[src/rtl/axi_read_arbiter.sv]
// axi_read_arbiter: shares one AXI4 read port between the fetch (ibus) and
// data (dbus) refill masters. One burst in flight at a time; the grant is
// fixed from AR acceptance until the rlast beat, then priority rotates.
//
// Handshake rule on every channel: a transfer happens on the rising edge
// where valid and ready are both high. A master holds valid and payload
// stable until it sees ready. Ready never waits on the same interface's valid
// through a register.
module axi_read_arbiter #(
  parameter int ADDR_WIDTH = 32,
  parameter int DATA_WIDTH = 32
) (
  input  logic                  clk,
  input  logic                  rst_n,
  // fetch master
  input  logic [ADDR_WIDTH-1:0] ibus_araddr,
  input  logic [7:0]            ibus_arlen,
  input  logic [2:0]            ibus_arsize,
  input  logic [1:0]            ibus_arburst,
  input  logic                  ibus_arvalid,
  output logic                  ibus_arready,
  output logic [DATA_WIDTH-1:0] ibus_rdata,
  output logic [1:0]            ibus_rresp,
  output logic                  ibus_rlast,
  output logic                  ibus_rvalid,
  input  logic                  ibus_rready,
  // data master
  input  logic [ADDR_WIDTH-1:0] dbus_araddr,
  input  logic [7:0]            dbus_arlen,
  input  logic [2:0]            dbus_arsize,
  input  logic [1:0]            dbus_arburst,
  input  logic                  dbus_arvalid,
  output logic                  dbus_arready,
  output logic [DATA_WIDTH-1:0] dbus_rdata,
  output logic [1:0]            dbus_rresp,
  output logic                  dbus_rlast,
  output logic                  dbus_rvalid,
  input  logic                  dbus_rready,
  // memory side
  output logic [ADDR_WIDTH-1:0] mem_araddr,
  output logic [7:0]            mem_arlen,
  output logic [2:0]            mem_arsize,
  output logic [1:0]            mem_arburst,
  output logic                  mem_arvalid,
  input  logic                  mem_arready,
  input  logic [DATA_WIDTH-1:0] mem_rdata,
  input  logic [1:0]            mem_rresp,
  input  logic                  mem_rlast,
  input  logic                  mem_rvalid,
  output logic                  mem_rready,
  // status
  output logic                  grant_dbus,
  output logic                  busy,
  output logic                  prot_err,
  // debug visibility of the FSM and beat counter
  output logic [1:0]            dbg_state,
  output logic [7:0]            dbg_beat_ctr
);

  typedef enum logic [1:0] {
    IDLE          = 2'd0,
    ISSUE_ADDRESS = 2'd1,
    FETCH_DATA    = 2'd2
  } state_t;

  state_t                r_state;
  state_t                w_next;
  logic                  r_prio;        // 0 = ibus preferred on a tie
  logic                  r_grant;
  logic [7:0]            r_beat_ctr;
  logic                  r_prot_err;
  logic [ADDR_WIDTH-1:0] r_araddr;
  logic [7:0]            r_arlen;
  logic [2:0]            r_arsize;
  logic [1:0]            r_arburst;
  logic                  r_arvalid;

  logic w_any_req;
  logic w_win_dbus;
  logic w_owner_rready;
  logic w_rd_hs;

  assign w_any_req      = ibus_arvalid | dbus_arvalid;
  assign w_win_dbus     = dbus_arvalid & (~ibus_arvalid | r_prio);
  assign w_owner_rready = r_grant ? dbus_rready : ibus_rready;
  assign w_rd_hs        = (r_state == FETCH_DATA) & mem_rvalid & w_owner_rready;

  assign mem_araddr   = r_araddr;
  assign mem_arlen    = r_arlen;
  assign mem_arsize   = r_arsize;
  assign mem_arburst  = r_arburst;
  assign mem_arvalid  = r_arvalid;
  assign grant_dbus   = r_grant;
  assign busy         = (r_state != IDLE);
  assign prot_err     = r_prot_err;
  assign dbg_state    = r_state;
  assign dbg_beat_ctr = r_beat_ctr;

  // State register.
  always_ff @(posedge clk) begin
    if (!rst_n) r_state <= IDLE;
    else        r_state <= w_next;
  end

  // Next state, AR grant and R-channel routing to the current owner.
  always_comb begin
    w_next       = r_state;
    ibus_arready = 1'b0;
    dbus_arready = 1'b0;
    mem_rready   = 1'b0;
    ibus_rvalid  = 1'b0;
    ibus_rdata   = '0;
    ibus_rresp   = 2'b00;
    ibus_rlast   = 1'b0;
    dbus_rvalid  = 1'b0;
    dbus_rdata   = '0;
    dbus_rresp   = 2'b00;
    dbus_rlast   = 1'b0;
    case (r_state)
      IDLE: begin
        if (w_any_req) begin
          ibus_arready = ~w_win_dbus;
          dbus_arready = w_win_dbus;
          w_next       = ISSUE_ADDRESS;
        end
      end
      ISSUE_ADDRESS: begin
        if (mem_arready) w_next = FETCH_DATA;
      end
      FETCH_DATA: begin
        mem_rready = w_owner_rready;
        if (r_grant) begin
          dbus_rvalid = mem_rvalid;
          dbus_rdata  = mem_rdata;
          dbus_rresp  = mem_rresp;
          dbus_rlast  = mem_rlast;
        end else begin
          ibus_rvalid = mem_rvalid;
          ibus_rdata  = mem_rdata;
          ibus_rresp  = mem_rresp;
          ibus_rlast  = mem_rlast;
        end
        if (w_rd_hs && mem_rlast) w_next = IDLE;
      end
      default: w_next = IDLE;
    endcase
  end

  // AR capture, beat counting, priority rotation and sticky length check.
  always_ff @(posedge clk) begin
    if (!rst_n) begin
      r_prio     <= 1'b0;
      r_grant    <= 1'b0;
      r_beat_ctr <= 8'd0;
      r_prot_err <= 1'b0;
      r_araddr   <= '0;
      r_arlen    <= 8'd0;
      r_arsize   <= 3'd0;
      r_arburst  <= 2'b00;
      r_arvalid  <= 1'b0;
    end else begin
      case (r_state)
        IDLE: begin
          if (w_any_req) begin
            r_grant   <= w_win_dbus;
            r_arvalid <= 1'b1;
            r_araddr  <= w_win_dbus ? dbus_araddr  : ibus_araddr;
            r_arlen   <= w_win_dbus ? dbus_arlen   : ibus_arlen;
            r_arsize  <= w_win_dbus ? dbus_arsize  : ibus_arsize;
            r_arburst <= w_win_dbus ? dbus_arburst : ibus_arburst;
          end
        end
        ISSUE_ADDRESS: begin
          if (mem_arready) begin
            r_arvalid  <= 1'b0;
            r_beat_ctr <= 8'd0;
          end
        end
        FETCH_DATA: begin
          if (w_rd_hs) begin
            r_beat_ctr <= r_beat_ctr + 8'd1;
            // rlast must arrive exactly on beat arlen
            if (mem_rlast != (r_beat_ctr == r_arlen)) r_prot_err <= 1'b1;
            // the finishing owner drops to lowest priority
            if (mem_rlast) r_prio <= ~r_grant;
          end
        end
        default: ;
      endcase
    end
  end

endmodule

[config.mk]
export PLATFORM = sky130hd
export DESIGN_NAME = axi_read_arbiter
export DESIGN_NICKNAME = d
export VERILOG_FILES = /design/src/rtl/axi_read_arbiter.sv
export SDC_FILE = /design/constraint.sdc
export NUM_CORES = 1
export LEC_CHECK = 0
export BUFFER_PORTS_ARGS = -buffer_cell sky130_fd_sc_hd__buf_2
export CORE_AREA = 2 2 103 105
export DETAILED_ROUTE_END_ITERATION = 10
export DIE_AREA = 0 0 105 107
export PLACE_DENSITY = 0.64
export SLEW_MARGIN = 15
export SYNTH_ARGS = -nofsm -noshare
export SYNTH_HDL_FRONTEND = slang
export SYNTH_SLANG_ARGS = --single-unit
[constraint.sdc]
create_clock -name clk -period 2.13 [get_ports clk]
set_clock_uncertainty 0.05 [all_clocks]
set_input_delay 0.426 -clock clk [delete_from_list [all_inputs] [get_ports clk]]
set_output_delay 0.426 -clock clk [all_outputs]
set_load 0.03 [all_outputs]
==> results.yml <==
sta:
  tns_ns: 0
  final-max-slew-violation-count: 0
  fin_ws_ns: 0.0764
  min_period_ns: 2.05
  finalHoldViolCount: 0
  fmax_mhz: 487
  max_slew_margin_pct: 69.3
  worstMarginPinSlew_ns: 0.449
  setup_viol_count_final: 0
  rsz0062_at_grt: "no"
  period_share_pct: 96.4
critical_path:
  worstPathArrival_ns: 1.58
  critPathKind: "register to primary output"
  cp.required_ns: 1.65
  cp_cell_sequence: "or2b_4, nor2_4, clkbuf_16, and2_2, buf_4"
  cpPeakStageDelay_ns: 0.34
  worstSetupEndpointType: "primary output"
  cp-start-kind: "register"
  crit_fanout: 18
  slowest_stage: "dfxtp_2"
grt:
  grt_pass1_wl_um: 18400
  overflow: 0
  grt_max_degree: 52
  grt_pass1_vias: 3641
  antenna_found_initial: 0
  grt_use_total_pct: 20.5
logic_synthesis:
  synth_edf_count: 0
  synth-adder-area-share_pct: 0.387
  syn_area_sq_um: 3230
  ys_async_sr_fraction_pct: 0
  syn_avg_cell_area_sq_um: 7.61
  syn_inst: 425
  yosys.area_share.xor_xnor_pct: 2.44
  synthFlopType: "dfxtp_1"
  synthTopCellsByArea: "dfxtp_1 (37%), a311oi_1 (11%), nand2_1 (10%), and2_1 (7.4%), and3_1 (7.0%)"
  syn_nets: 559
  ys_ff_latch: 59
  synth_compound_area_share_pct: 17.9
  synth_seq_area_share_pct: 36.5
  synth_mux_area_share_pct: 1.08
  yosysTopAreaCellShare_pct: 36.5
  synth.distinct_cells: 41
  yosysTopAreaCell: "dfxtp_1"
  yosysWarnings: 0
  synth_top_family_by_area: "simple AND/OR/NAND/NOR gates"
  synthSimpleGateAreaFrac_pct: 35.6
place:
  place_ws_ns: 0.263
  gp_congestion: 0.853
  dpl.hpwl_um: 9250
  port_buffers: 266
cells_and_area:
  layout-drive-gt1-share_pct: 50.1
  final_cell_mix: "buf_2 (230), nand2_1 (88), dfxtp_1 (56)"
  num_antenna_cells: 0
  syn2layout_area_growth_pct: 57.1
  mostFrequentLayoutCell: "buf_2"
  fin_nets: 815
run:
  maxCapViolCount: 0
drt:
  antenna_left: 0
  wl_per_cell_um: 14.5
  finalWirelength_um: 11900
  vias_per_cell: 4.83
  vias: 3966
  first_pass_iters: 5
  drt_iter0_markers: 214
  drc: 0
die:
  dieArea_sq_um: 11200
  die_h_um: 107
  start_util_pct: 32.0
  coreArea_sq_um: 10100
  io-pin-count: 267
  num_rows: 37
  fp.dieW_um: 105
clock_tree:
  cts_max_path_buffers: 2
  cts_setup_buffers: 0
  cts_tree: "yes"
  cts_buffers: 9
  cts_root_buffer: "clkbuf_8"
  clock-sinks: 59
  htreeDepth: 3
  clock_latency_ns: 0.33
  cts.clk_slew.worst_paths_ns: 0.07
  cts-hold-fix-buffers: 0
pwr:
  leakage_nw: 2.75
  power.density_nw_per_um2: 645
  max-vdd-ir-drop_mv: 0.482
min_path:
  hp-class: "input pin to register"
run_status:
  status: "finished, final reports clean"
## where the power goes
group | leakage [nW] | internal, W | switching [W] | total (W)
Clock | 0.0912 | 0.000476 | 0.000443 | 0.000919
Sequential | 0.488 | 0.00122 | 0.0000787 | 0.00130
Combinational | 2.17 | 0.000390 | 0.000671 | 0.00106
## flip-flops by register name, indices dropped and copies added, names as in the netlist
signal,flops
mem_araddr,32
dbg_beat_ctr,8
mem_arlen,8
mem_arsize,3
dbg_state,2
mem_arburst,2
grant_dbus,1
mem_arvalid,1
prot_err,1
r_prio,1
## metal layers
metal / share of wire [%] / GRT usage (%) / routed length, um / vias to the layer above
met1: 38 / 22.1 / 4510 / 1791
met5: 0 / 0 / 0 / -
met4: 1.3 / 6.29 / 158 / 0
met3: 8.0 / 6.44 / 949 / 12
li1: - / - / - / 1997
met2: 53 / 38.1 / 6310 / 166
## worst max-delay path: cells and delay by family (launching register included)
family | cells | cell delay (ns)
buf+inv | 2 | 0.34
flops | 1 | 0.34
simple gates | 3 | 0.56
## final timing paths
path | start | endpoint | slack [ns] | cells after the start
hold reg to reg | mem_araddr[10]$_SDFFE_PN0P_ | mem_araddr[10]$_SDFFE_PN0P_ | 0.44 | 2
setup reg to reg | dbg_state[1]$_SDFFE_PN0P_ | dbg_beat_ctr[5]$_SDFFE_PN0P_ | 0.29 | 6
hold / removal | dbus_arlen[3] | mem_arlen[3]$_SDFFE_PN0P_ | 0.29 | 3
setup / recovery | dbg_state[0]$_SDFFE_PN0P_ | ibus_rdata[25] | 0.08 | 5
## layout make-up
| type | count | area [sq um] |
|---|---|---|
| fill | 1014 | 5010 |
| multi-input combinational | 323 | 1930 |
| timing repair buffer | 282 | 1600 |
| sequential | 59 | 1180 |
| tap | 136 | 170 |
| clock buffer | 11 | 151 |
| clock inverter | 4 | 26.3 |
| inverter | 6 | 22.5 |
## timing repair
action,4_1_cts,5_1_grt
pin swaps,0,1
resized for setup,33,11
endpoints found under the setup margin,37,37
gates cloned,0,1
## cell families after synthesis
kind of cell,count (synthesis)
and+or+nand+nor,237
AOI/OAI and AO/OA,73
DFF,59
buffers and inverters,43
xor gates and xnor gates,9
muxes,3
adders and majority gates,1
## cell usage after synthesis (2+ instances only)
cell type  instances
a21oi_1           11
o31ai_1            2
buf_2              9
and3_1            36
or3_1              2
xnor2_1            8
clkbuf_1          25
nand2_1           88
or3_2              2
or2b_2             2
or4_1              2
a311oi_1          42
nand3_1            6
a32oi_1            3
buf_6              3
o21ai_0            6
inv_1              6
and2_1            38
dfxtp_1           59
nor2_1            51
mux2i_1            2
nand4_1            3
## per-stage QoR
step / cells / total power, W / utilization [%] / area [sq um] / hold WS (ns)
3_3_place_gp: 805 / 0.00235 / 47.3 / 4780 / 0.434
5_1_grt: 821 / 0.00348 / 50.4 / 5080 / 0.278
3_5_place_dp: 805 / 0.00236 / 47.3 / 4780 / 0.441
2_1_floorplan: 425 / 0.00197 / - / 3270 / 0.493
6_report: 821 / 0.00328 / 50.4 / 5080 / 0.293
4_1_cts: 820 / 0.00330 / 49.9 / 5040 / 0.275
Note: power is estimated with default switching activity, not from simulation.
